`src/rtl/disp_pkg.sv`:
```
// Shared types and constants for the 8x8 LED matrix display controller.
// No ports: this package is imported by scan_timer and dispcontrol.
package disp_pkg;

    localparam int NUM_ROWS = 8;
    localparam int NUM_COLS = 8;

    typedef logic [2:0]          row_idx_t;
    typedef logic [NUM_COLS-1:0] row_bits_t;

endpackage

```
`src/rtl/scan_timer.sv`:
```
// Row scan timing for the LED matrix.
// The dwell counter runs 0..DWELL_CYCLES-1.
// The scan index advances by one (modulo 8) each time the counter wraps.
// The first BLANK_CYCLES counts of every dwell are flagged as blanked.
//
// Ports:
//   clk      system clock, rising edge
//   reset    asynchronous active-high reset
//   scan_idx row currently being scanned
//   blank    high while the dwell counter is inside the blanking window
module scan_timer
    import disp_pkg::*;
#(
    parameter int DWELL_CYCLES = 1024,
    parameter int BLANK_CYCLES = 2
) (
    input  logic     clk,
    input  logic     reset,
    output row_idx_t scan_idx,
    output logic     blank
);

    localparam int CW = (DWELL_CYCLES > 2) ? $clog2(DWELL_CYCLES) : 1;

    logic [CW-1:0] dwell_cnt;
    row_idx_t      idx;

    always_ff @(posedge clk or posedge reset) begin
        if (reset) begin
            dwell_cnt <= '0;
            idx       <= '0;
        end else if (dwell_cnt == CW'(DWELL_CYCLES - 1)) begin
            dwell_cnt <= '0;
            // A 3-bit index wraps from 7 to 0 on its own.
            idx       <= idx + 3'd1;
        end else begin
            dwell_cnt <= dwell_cnt + 1'b1;
        end
    end

    assign scan_idx = idx;
    assign blank    = (dwell_cnt < CW'(BLANK_CYCLES));

endmodule

```
`src/rtl/dispcontrol.sv`:
```
// 8x8 LED matrix driver with an internal 8-row frame buffer.
// Upstream logic writes one row on every clock edge: frame[addr] <= bit_in.
// There is no valid/ready handshake and no write enable.
// To leave the frame unchanged, upstream rewrites a row with its current value.
// Rows are time-multiplexed onto the matrix.
// row is a one-hot, active-high anode select.
// col is the active-low cathode drive for the selected row.
// Both outputs are registered.
//
// Ports:
//   clk    system clock, rising edge
//   reset  asynchronous active-high reset
//   addr   frame-buffer row written this cycle
//   bit_in pixel data for row addr (bit k = column k, 1 = LED on)
//   row    one-hot row select, all-zero while blanked
//   col    active-low column drive, ~pixels of the selected row
module dispcontrol
    import disp_pkg::*;
#(
    parameter int DWELL_CYCLES = 1024,
    parameter int BLANK_CYCLES = 2
) (
    input  logic      clk,
    input  logic      reset,
    input  row_idx_t  addr,
    input  row_bits_t bit_in,
    output row_bits_t row,
    output row_bits_t col
);

    row_bits_t frame [NUM_ROWS];
    row_idx_t  scan_idx;
    logic      blank;

    scan_timer #(
        .DWELL_CYCLES(DWELL_CYCLES),
        .BLANK_CYCLES(BLANK_CYCLES)
    ) u_scan_timer (
        .clk      (clk),
        .reset    (reset),
        .scan_idx (scan_idx),
        .blank    (blank)
    );

    always_ff @(posedge clk or posedge reset) begin
        if (reset) begin
            for (int i = 0; i < NUM_ROWS; i++) begin
                frame[i] <= '0;
            end
        end else begin
            frame[addr] <= bit_in;
        end
    end

    // The outputs read the pre-edge frame contents.
    // A write therefore reaches col one cycle after it lands in the buffer.
    // As a result, a row is never torn within a cycle.
    always_ff @(posedge clk or posedge reset) begin
        if (reset) begin
            row <= '0;
            col <= '1;
        end else if (blank) begin
            row <= '0;
            col <= '1;
        end else begin
            row <= row_bits_t'(1) << scan_idx;
            col <= ~frame[scan_idx];
        end
    end

endmodule

```
`config.mk`:
```
export PLATFORM = sky130hd
export DESIGN_NAME = dispcontrol
export DESIGN_NICKNAME = d
export VERILOG_FILES = /design/src/rtl/disp_pkg.sv /design/src/rtl/scan_timer.sv /design/src/rtl/dispcontrol.sv
export SDC_FILE = /design/constraint.sdc
export NUM_CORES = 1
export LEC_CHECK = 0
export ABC_AREA = 1
export BUFFER_PORTS_ARGS = -buffer_cell sky130_fd_sc_hd__buf_2
export CAP_MARGIN = 10
export CORE_UTILIZATION = 35
export DETAILED_ROUTE_END_ITERATION = 8
export GPL_ROUTABILITY_DRIVEN = 0
export PLACE_DENSITY_LB_ADDON = 0.08
export SLEW_MARGIN = 0
export SYNTH_ARGS = -nofsm -noshare
export SYNTH_HDL_FRONTEND = slang
export SYNTH_SLANG_ARGS = --single-unit
export TNS_END_PERCENT = 20
```
`constraint.sdc`:
```
create_clock -name clk -period 4.3 [get_ports clk]
set_input_delay 0.215 -clock clk [delete_from_list [all_inputs] [get_ports clk]]
set_output_delay 0.215 -clock clk [all_outputs]
set_load 0.005 [all_outputs]
```
# == Word level (Yosys, flattened, before mapping) ==
# Cells that the tools add are included.
# totals
register_bits,93
input_bits,13
# op_classes
mux,9
magnitude_cmp,4
add_sub_neg,2
n_shift,1
n_bitwise,3
reduce_logical,1
n_eq_ne,1
# op_table
operator,n
bitwise mux 64 bit,1
2-to-1 mux 8 bit,5
binary-select mux 8 bit (select 3 bit),1
demux 8 bit (select 3 bit),1
adder 10 x 1 -> 10 bit (second input constant),1
== test 10 bit (second input constant),1
< comparator 10 x 2 -> 1 bit (second input constant),1
2-to-1 mux 10 bit,1
greater-or-equal comparator 4 bit (second input constant),2
NOT 3 -> 4 bit,2
NOT 8 bit,1
left shift 1 x 3 -> 8 bit (first input constant),1
< comparator 4 x 1 -> 1 bit (second input constant),1
adder 3 x 1 -> 3 bit (second input constant),1
logical AND 1 bit,1

# == Longest topological paths before layout ==
# Gate-level depths: netlist of run 1.
# logic_depth
ltp_word,6
ltp_mapped,8
depth_no_buf,7

# == By module ==
# From an unflattened synthesis of run 1, not the netlist that was laid out.
# unflattened
cells_unflattened,519
area_unflattened_um2,4162.7
# modules_own_cells
mod,seq_area_each_um2,n_inst,area_per_inst_um2,cells_each
dispcontrol,2011.9,1,3510.9,442
scan_timer,325.3,1,651.9,77

# == Worst setup path before layout of run 1 ==
# No wires, ideal clock.
# synth_timing
path_kind,register to register
startpoint,register u_scan_timer.idx[1] (netlist: u_scan_timer.scan_idx[1])
endpoint,register u_scan_timer.idx[1] (netlist: u_scan_timer.scan_idx[1])
setup_ps,116
arrival_time_ps,1118
n_path_buf,2
path_stages_with_launch,7
t_required_ps,4184
synth_period_minus_slack_ps,1235
path_slack_ps,3065
path_cell_list,dfrtp_1 > buf_2 > inv_2 > buf_4 > ha_1 > nand2_1 > nand2_1
# synth_via
elab_chain_cells,1
# synth_rtl
element,line_no,rtl
"start, declared",scan_timer.sv:26,row_idx_t idx;
"start signal, assigned",scan_timer.sv:35,idx <= idx + 3'd1;
adder 3 x 1 -> 3 bit,scan_timer.sv:35,
# Every way passes these cells.
# A chain may end at the register's enable or synchronous reset.

# == Worst setup path in the final report of run 1 ==
# Ends and elaborated chain as after synthesis.

==> key figures, run 1 <==
Run status
  • Status: finished, violations left
  • Failing checks: design-rule violations

Clock tree
  • CTS Buffer Depth: 2
  • Clk root buf: clkbuf_16
  • Post-CTS resize count: 0
  • Num CTS Buffers: 9
  • Post-CTS Setup Inserts: 0
  • H-tree Lvls: 3
  • Worst-path clk slew: about 0.060 ns
  • CTS tree: yes
  • Hold Buf Count CTS: 0
  • Sink Count: 93
  • Clock latency on the worst-skew pair: 0.35 ns

Global route
  • Vias in the first global route: 3177
  • Gr usage total: 17.7%
  • Total gr overflow: 0
  • Global-route wire length before repair: 16.7 mm
  • Initial antenna violation count: 0
  • Pin count of the biggest net entering global routing: 53

Die
  • Initial Util: between 30% and 40%
  • Number of I/O pins: 29
  • Core Box Area: 11500 sq um
  • Row cnt: 39
  • Die Width: 111 microns
  • Die area: roughly 12000 sq um
  • Die Span Y: 111 microns

Finish
  • Diodes inserted: 0
  • Multi-input gate area in the final layout: 1560 sq um
  • Reg area: approximately 2300 sq um
  • Layout cells sized above 1: between 10% and 20%
  • Area delta synth->final: 11.0%
  • Nets@finish: roughly 540
  • Fillcell total: 1191

STA
  • Worst-Margin Slew: 0.915 ns
  • Setup WS post-layout: approximately 2.5 ns
  • Final Critical Period: around 1.8 ns
  • RSZ-0062 raised after global routing: no
  • Final worst path period share: roughly 41%
  • Max Clock Freq: roughly 0.57 GHz
  • Fin. max-slew vios: 0
  • Final Hold Fails: 0
  • Final setup TNS: 0 ns
  • Setup violators final: 0
  • Slew headroom: 39.0%
  • Clk_skew: 0.00645 ns

Setup path
  • Crit start category: flop
  • Most frequent CP cell: nand2_1
  • Critical Path End Type: flop
  • CP arrival: about 2 ns
  • Critical path data required time: 4.54 ns
  • CP Max Fanout: 20
  • Worst path cell trace: inv_2, ha_1, nand2_1, nand2_1
  • Max incr delay on CP: 0.82 ns
  • Crit Path Category: reg2reg
  • Critical path's slowest cell: dfrtp_1

Yosys
  • Seq/Total Area, Yosys: 56.1%
  • Synth top area share: 51.0%
  • Synth area leader: dfrtp_1
  • Cells after synthesis: 494
  • Post-synthesis cell type count: 19
  • Syn avg cell area: 8.44 sq um
  • Syn_nets: 514
  • Mapped Area: about 4200 sq um
  • Top cells by area, synth: dfrtp_1 (51%), nand2_1 (17%), o21ai_0 (7.7%)
  • Ys Warns: 0
  • Synth Register Bits: 93

Power
  • Maximum vdd drop: 0.208 mV
  • Power per cell area: 431 nW/um^2
  • Static Leak: approximately 2.3 nW

Detailed routing
  • Pre-antenna DRT Iters: 6
  • WL/cell: 14.8 microns
  • Total wire length: 9.80 mm
  • DR vias: 3175
  • Drt initial violations: 200
  • Vias/cell: between 4 and 5
  • Post-route ant nets: 0
  • Remaining DRCs: 10

Min path
  • Tightest Hold Check Type: in2async

Place
  • I/O Buffers: 28
  • HPWL Detailed: around 6.4 mm
  • Dpl ws: 2.49 ns

Run
  • Max-cap check violation count: 0
-- report_power, final --
part | switching (mW) | internal (mW)
Clock | 0.327 | 0.423
Sequential | 0.0586 | 0.992
Combinational | 0.118 | 0.0758
Total | 0.504 | 1.49
-- cell families (layout without fill, tap and decap cells) --
family                     count (synthesis)  count (layout)  share of synthesized area, %
and+or+nand+nor                          274             274                          26.6
DFF                                       93              93                          56.1
adders and majority gates                  7               7                          2.10
xor gates and xnor gates                   4               4                         0.840
buffers and inverters                     51              77                          6.57
AOI/OAI and AO/OA                         65              65                          7.80
-- final cells by class --
type,instances,area share [%]
Clock buffer,13,5.62
Inverter,31,2.54
Timing Repair Buffer,30,3.35
Sequential cell,93,50.5
Multi-Input combinational cell,350,33.7
Tap cell,143,3.87
Clock inverter,3,0.433
-- final timing paths --
kind	startpoint	cells after the start	slack, ns	endpoint
worst max-delay path	u_scan_timer.scan_idx[1]	4	2.55	u_scan_timer.scan_idx[1]
worst min-delay path	reset	2	0.04	u_scan_timer.dwell_cnt[0]
worst max register to register	u_scan_timer.scan_idx[1]	4	2.55	u_scan_timer.scan_idx[1]
worst min register to register	frame[33]	2	0.48	frame[33]
max in group asynchronous	reset	3	3.19	frame[2]
min in group clk	bit_in[4]	3	0.27	frame[52]
-- routing by layer --
metal	up-vias	GRT usage (%)	routed length, microns
li1	1613	-	-
met1	1501	23.9	4950
met2	51	28.0	4380
met3	10	4.48	347
met4	0	5.50	125
met5	-	0	0
-- worst max-delay path, delay by kind of cell, from the launching register on --
kind	cells	cell delay, ns
simple gates	2	0.11
flops	1	0.82
buf+inv	1	0.35
fa+ha+maj	1	0.37
-- synth_stat cells --
cell type and instances:
a21oi_1 1, ha_1 7, nand3_1 50, xnor2_1 3, nand2_2 1, o21ai_0 64, nand4_2 1, dfstp_2 8
nand2_1 194, inv_2 3, dfrtp_1 85, xor2_1 1, clkbuf_1 2, buf_4 4, inv_1 28, buf_2 6
nor2_4 1, buf_6 8, nor2_1 27
-- cells in the final DEF (no fill, tap or decap), drive strengths merged --
master,instances
dfstp,8
dfrtp,85
a21oi,1
nand4,1
nor2,28
nand2,195
nand3,50
xnor2,3
clkbuf,13
clkinv,2
clkinvlp,2
xor2,1
ha,7
inv,30
buf,30
o21ai,64
-- registers in the layout, summed over array words and instances (netlist names) --
register                cells
u_scan_timer.dwell_cnt     10
frame                      64
u_scan_timer.scan_idx       3
col                         8
row                         8
-- metrics by stage --
stage                     utilization (%)  cells  hold WS (ns)  power (mW)  area (sq um)
final                                40.2    663        0.0354        1.99          4630
after detailed placement             37.7    647         0.444        1.26          4350
after floorplan                         -    494         0.453        1.19          4170
after global placement               37.7    647         0.440        1.26          4350
after CTS                            40.2    663        0.0665        2.03          4630
after global routing                 40.2    663         0.117        2.11          4630
Power figures use the tool's default switching activity.
==> inputs of run 2 (changes only) <==
Settings changed: ABC_AREA 1 to 0.
Clock period 4.3 ns to 1.7 ns, I/O delays scaled along.
==> run 2 against run 1 <==
Effect of this change:
- wire length down 9.1%
- highest routed layer unchanged
- total power rose to 2.7 times the previous value
- final area rose by 6.4%
- fmax grew 10%
- setup slack worse by 2.4 ns
- via count fell by 21%
- clock-buffer cell count shrank 1
- critical endpoint is now u_scan_timer.dwell_cnt[1]
- sequential cell count unchanged
- the flow now finishes without violations
==> key figures, run 2 <==
Setup path
  • CP Max Fanout: 6
  • Critical path's slowest cell: dfrtp_1
  • Worst r2r dst: u_scan_timer.dwell_cnt[1]
  • Worst reg2reg path depth: 4
  • Crit. Startpoint: u_scan_timer.dwell_cnt[0]
  • Crit path buffers/inverters: 1
  • Crit path depth: 4
  • CP arrival: 1.83 ns
  • Reg2reg start: u_scan_timer.dwell_cnt[0]
  • Critical Path End Type: flop
  • Crit Path Category: reg2reg
  • Worst path cell trace: ha_1, inv_1, or3_1, and2_1
  • Critical path data required time: 1.94 ns
  • Crit start category: flop
  • Max incr delay on CP: 0.44 ns
  • Setup crit end: u_scan_timer.dwell_cnt[1]
  • CP top delay family: simple AND/OR/NAND/NOR gates
  • Reg2reg setup slack: 0.11 ns

Yosys
  • Synth area leader: dfrtp_1
  • Top cells by area, synth: dfrtp_1 (51%), mux2_2 (18%), mux2i_1 (8.0%)
  • Most frequent cell after synthesis: dfrtp_1
  • Post-synthesis cell type count: 33
  • Synth top area share: 51.2%
  • Async set-reset flop share out of synthesis: 100%
  • Seq/Total Area, Yosys: 56.3%
  • Ys Warns: 0
  • Post-synth EDFFs: 0
  • Syn_nets: 315
  • Synth Register Bits: 93
  • Syn avg cell area: 14.1 sq um
  • Most common library cells after synthesis: dfrtp_1 (85), mux2_2 (65), mux2i_1 (33)
  • Cells after synthesis: just under 300
  • Most used DFF post-synth: dfrtp_1
  • Mapped Area: 4150 sq um

Detailed routing
  • Vias/cell: 5.08
  • Total wire length: 8.91 mm
  • Post-route ant nets: 0
  • DR vias: between 2000 and 3000
  • WL/cell: 18.1 microns
  • Drt initial violations: between 60 and 70
  • Remaining DRCs: 0
  • Pre-antenna DRT Iters: 4

Die
  • Initial Util: 36.2%
  • Die Span Y: 111 microns
  • Row cnt: 39
  • Core Box Area: approximately 11000 sq um
  • Number of I/O pins: 29
  • Die Width: between 100 and 150 microns
  • Die area: 12300 sq um

Finish
  • Largest Register: frame
  • Nets@finish: 365
  • Most common cell after layout, fill and taps aside: dfrtp_1
  • Most frequent cells in the layout: dfrtp_1 (84), mux2_2 (65), mux2i_1 (33), buf_2 (28), buf_4 (19)
  • Biggest regs: frame: 64 flops, u_scan_timer.dwell_cnt: 10 flops
  • Max FFs per register: 64
  • Layout cells sized above 1: 41.7%
  • Diodes inserted: 0
  • Area delta synth->final: 18.6%

STA
  • Slew headroom: 47.8%
  • Final Hold Fails: 0
  • Fin. max-slew vios: 0
  • RSZ-0062 raised after global routing: no
  • Setup WS post-layout: 0.108 ns
  • Clk_skew: 0.00509 ns
  • Final setup TNS: 0 ns
  • Max Clock Freq: between 0.6 and 0.7 GHz
  • Worst-Margin Slew: 0.781 ns
  • Setup violators final: 0
  • Final worst path period share: a little over nine tenths
  • Final Critical Period: about 1.6 ns

Clock tree
  • Post-CTS Setup Inserts: 0
  • Clock latency on the worst-skew pair: 0.35 ns
  • Num CTS Buffers: 9
  • H-tree Lvls: 3
  • CTS tree: yes
  • Sink Count: 93
  • Worst-path clk slew: 0.06 ns
  • Clk root buf: clkbuf_16
  • CTS Buffer Depth: 2

Power
  • Static Leak: 2.10 nW
  • Maximum vdd drop: 0.621 mV
  • Power per cell area: 1100 nW/um^2

Place
  • HPWL Detailed: slightly below 6 mm
  • Dpl ws: 0.105 ns
  • I/O Buffers: 28

Min path
  • Tightest Hold Check Type: in2reg

Global route
  • Global-route wire length before repair: approximately 15 mm
  • Vias in the first global route: around 2700
  • Gr usage total: 16.0%
  • Initial antenna violation count: 0
  • Pin count of the biggest net entering global routing: 32
  • Total gr overflow: 0

Run status
  • Status: finished clean

Run
  • Max-cap check violation count: 0
## run 2: changes by cell type after synthesis, sizes merged, moves of 26 or more
cell	delta
inv	-26
mux2	+65
mux2i	+33
nand2	-192
nand3	-34
o21ai	-63
## run 2: power by group
group / switching, mW / internal, mW / total, mW
Sequential: 0.151 / 2.56 / 2.72
Combinational: 0.267 / 0.367 / 0.635
Clock: 0.829 / 1.21 / 2.04
Total: 1.25 / 4.15 / 5.39
## run 2: worst min-delay path by stage
stage,startpoint,to,slack [ns],depth (start not counted)
2_1_floorplan,bit_in[0],frame[0],0.24,1
3_3_place_gp,reset,row[7],0.20,2
3_5_place_dp,reset,row[7],0.20,2
4_1_cts,bit_in[5],frame[37],0.06,2
5_1_grt,bit_in[2],frame[26],0.08,2
6_report,bit_in[5],frame[37],0.07,2
## run 2: kinds of logic after synthesis
| kind of cell | Yosys count | share of synthesized area [%] |
|---|---|---|
| multiplexers | 98 | 25.6 |
| flip-flops | 93 | 56.3 |
| AND/OR/NAND/NOR | 52 | 8.80 |
| AO/OA/AOI/OAI | 22 | 3.83 |
| buffers and inverters | 17 | 2.11 |
| adder cells (fa/ha/maj) | 7 | 2.11 |
| XOR/XNOR | 6 | 1.27 |
## run 2: repair_timing
| item | CTS | global route |
|---|---|---|
| hold buffers | 1 | 0 |
| hold endpoints to repair | 21 | 0 |
| gates resized for setup | 0 | 0 |
## run 2: area by class of cell
| cell class | count | area (sq um) |
|---|---|---|
| clock buffer | 12 | 256 |
| clock inverter | 4 | 47.5 |
| fill | 1060 | 6540 |
| inverter | 5 | 22.5 |
| multi-input combinational | 185 | 1730 |
| sequential | 93 | 2340 |
| tap | 143 | 179 |
| timing repair buffer | 51 | 353 |
## run 2: through the flow
stage / power (mW) / hold slack, ns / cells / utilization, % / instance area (sq um)
after floorplan: 3.17 / 0.236 / 295 / - / 4160
after global placement: 3.39 / 0.200 / 476 / 40.2 / 4610
after detailed placement: 3.41 / 0.200 / 476 / 40.2 / 4610
after CTS: 5.49 / 0.0588 / 493 / 42.9 / 4920
after global routing: 5.68 / 0.0770 / 493 / 42.9 / 4920
final: 5.39 / 0.0700 / 493 / 42.9 / 4920
## run 2: per-layer routing
layer	global-route usage [%]	vias to the layer above	wire length [microns]
met2	24.3	31	4030
met5	0	-	0
met1	22.2	1293	4510
li1	-	1174	-
met3	5.08	8	267
met4	3.73	0	95
==> inputs of run 3 (changes only) <==
Settings changed: BUFFER_PORTS_ARGS -buffer_cell sky130_fd_sc_hd__buf_2 to -buffer_cell sky130_fd_sc_hd__buf_4.
==> run 3 against run 2 <==
Effect of this change:
- utilization up 0.61 points
- final area up 1.4%
- non-clock buffer count shrank 2
- sequential cell count is the same
- largest power group unchanged
- highest routed layer unchanged
==> key figures, run 3 (same netlist as run 2, synthesis figures left out) <==
Run status
  • Status: finished clean

Min path
  • Tightest Hold Check Type: in2reg

Power
  • Reg power frac: between 40% and 50%
  • Overall power: 5.53 mW
  • Static Leak: 2.11 nW
  • Maximum vdd drop: 0.746 mV
  • Net Sw Frac: 23.2%
  • P_sw: 1.29 mW
  • Clock power share: 39.0%
  • Power per cell area: 1110 nW/um^2
  • Int Pwr: 4.25 mW
  • Logic pwr share: 11.9%

Setup path
  • Critical path data required time: 1.93 ns
  • Reg2reg setup slack: 0.14 ns
  • Crit Path Category: reg2reg
  • CP arrival: 1.79 ns
  • CP Max Fanout: 6
  • Critical Path End Type: flop
  • Crit start category: flop

STA
  • Slew headroom: 42.4%
  • Max Clock Freq: 0.641 GHz
  • Worst-Margin Slew: 0.862 ns
  • Final setup TNS: 0 ns
  • RSZ-0062 raised after global routing: no
  • Final Critical Period: 1.56 ns
  • Final Hold Fails: 0
  • Final worst path period share: 91.8%
  • Clk_skew: 0.00668 ns
  • Setup violators final: 0
  • Fin. max-slew vios: 0

Run
  • Max-cap check violation count: 0

Global route
  • Gr usage total: 15.8%
  • Initial antenna violation count: 0
  • Vias in the first global route: 2568
  • GRT met2 Usage: a little under a quarter
  • Gr busiest metal: met2
  • Pin count of the biggest net entering global routing: 94
  • Global-route wire length before repair: approximately 15 mm
  • Met3 usage: ~4.5%
  • Total gr overflow: 0
  • Grt met1 use: 22.6%

Detailed routing
  • Drt initial violations: 130
  • DR vias: 2521
  • Remaining DRCs: 0
  • Total wire length: 8.98 mm
  • Post-route ant nets: 0
  • Pre-antenna DRT Iters: 4
  • WL/cell: 18.3 microns
  • Vias/cell: about 5.1

Clock tree
  • Worst-path clk slew: 0.07 ns
  • Clk root buf: clkbuf_16
  • Clock latency on the worst-skew pair: between 0.3 and 0.4 ns
  • CTS tree: yes
  • H-tree Lvls: 3
  • CTS Buffer Depth: 2
  • Sink Count: 93
  • Num CTS Buffers: 9

Finish
  • Layout cells sized above 1: 42.5%
  • Fillcell total: 1074
  • Max FFs per register: 64
  • Area delta synth->final: 20.3%
  • Biggest regs: frame: 64 flops, u_scan_timer.dwell_cnt: 10 flops
  • Most common cell after layout, fill and taps aside: dfrtp_1
  • Largest Register: frame
  • Most frequent cells in the layout: dfrtp_1 (84), mux2_2 (65), buf_4 (46), mux2i_1 (33), a22oi_1 (16)
  • Diodes inserted: 0
  • Nets@finish: around 360

Die
  • Die Width: 111 microns
  • Core Box Area: roughly 11000 sq um
  • Row cnt: 39
  • Die Span Y: roughly 110 microns
  • Die area: 12300 sq um
  • Number of I/O pins: 29
  • Initial Util: a little over a third

Place
  • HPWL Detailed: 5.68 mm
  • I/O Buffers: 28
[run 3: routing by layer]
layer,wire (microns),up-vias,part of all wire [%]
li1,-,1176,-
met2,4140,44,46
met4,71,0,0.79
met3,294,6,3.3
met1,4480,1295,50
met5,0,-,0
[run 3: timing repair]
| action | 4_1_cts | 5_1_grt |
|---|---|---|
| hold buffers | 1 | 0 |
| gates resized for setup | 0 | 3 |
| buffers inserted | 0 | 0 |
| setup endpoints to repair | 0 | 6 |
| endpoints found under the hold margin | 85 | 0 |
[run 3: final cells by class]
| type | count | area [sq um] | area share [%] |
|---|---|---|---|
| clock buffers | 9 | 225 | 4.51 |
| clock inverters | 7 | 96.3 | 1.93 |
| inverters | 5 | 22.5 | 0.451 |
| multi-input cells | 185 | 1740 | 34.8 |
| flip-flops and latches | 93 | 2340 | 46.8 |
| well taps | 143 | 179 | 3.58 |
| repair buffers | 49 | 395 | 7.92 |
[run 3: through the flow]
stage	setup WS (ns)	hold WS [ns]	cells	cell area [sq um]	utilization [%]
after global placement	0.0541	0.273	474	4650	40.6
after detailed placement	0.0779	0.276	474	4650	40.6
final	0.140	0.0303	491	4990	43.5
after CTS	0.0532	0.0209	491	4980	43.5
after global routing	0.0475	0.0351	491	4990	43.5
after floorplan	0.202	0.236	295	4160	-
[run 3: power by group through the flow]
stage                     Sequential (mW)  Combinational, mW  Clock (mW)
after floorplan                      2.71              0.459           0
after global routing                 2.76              0.735        2.31
after global placement               2.75              0.658           0
after CTS                            2.72              0.672        2.23
after detailed placement             2.76              0.670           0
final                                2.72              0.657        2.16
[run 3: worst paths after layout]
path                                                 from                   endpoint  depth (start not counted)
worst max-delay path            u_scan_timer.dwell_cnt[0]  u_scan_timer.dwell_cnt[1]                          4
max in group asynchronous                           reset                     col[0]                          4
min in group asynchronous                           reset                  frame[36]                          4
worst min-delay path                            bit_in[5]                  frame[13]                          2
worst max register to register  u_scan_timer.dwell_cnt[0]  u_scan_timer.dwell_cnt[1]                          4
worst min register to register                  frame[30]                  frame[30]                          1
[run 3: critical path: stages, from the launching register on]
cell,delay (ns)
dfrtp_1,0.46
ha_2,0.29
inv_1,0.11
or3_1,0.42
and2_1,0.17
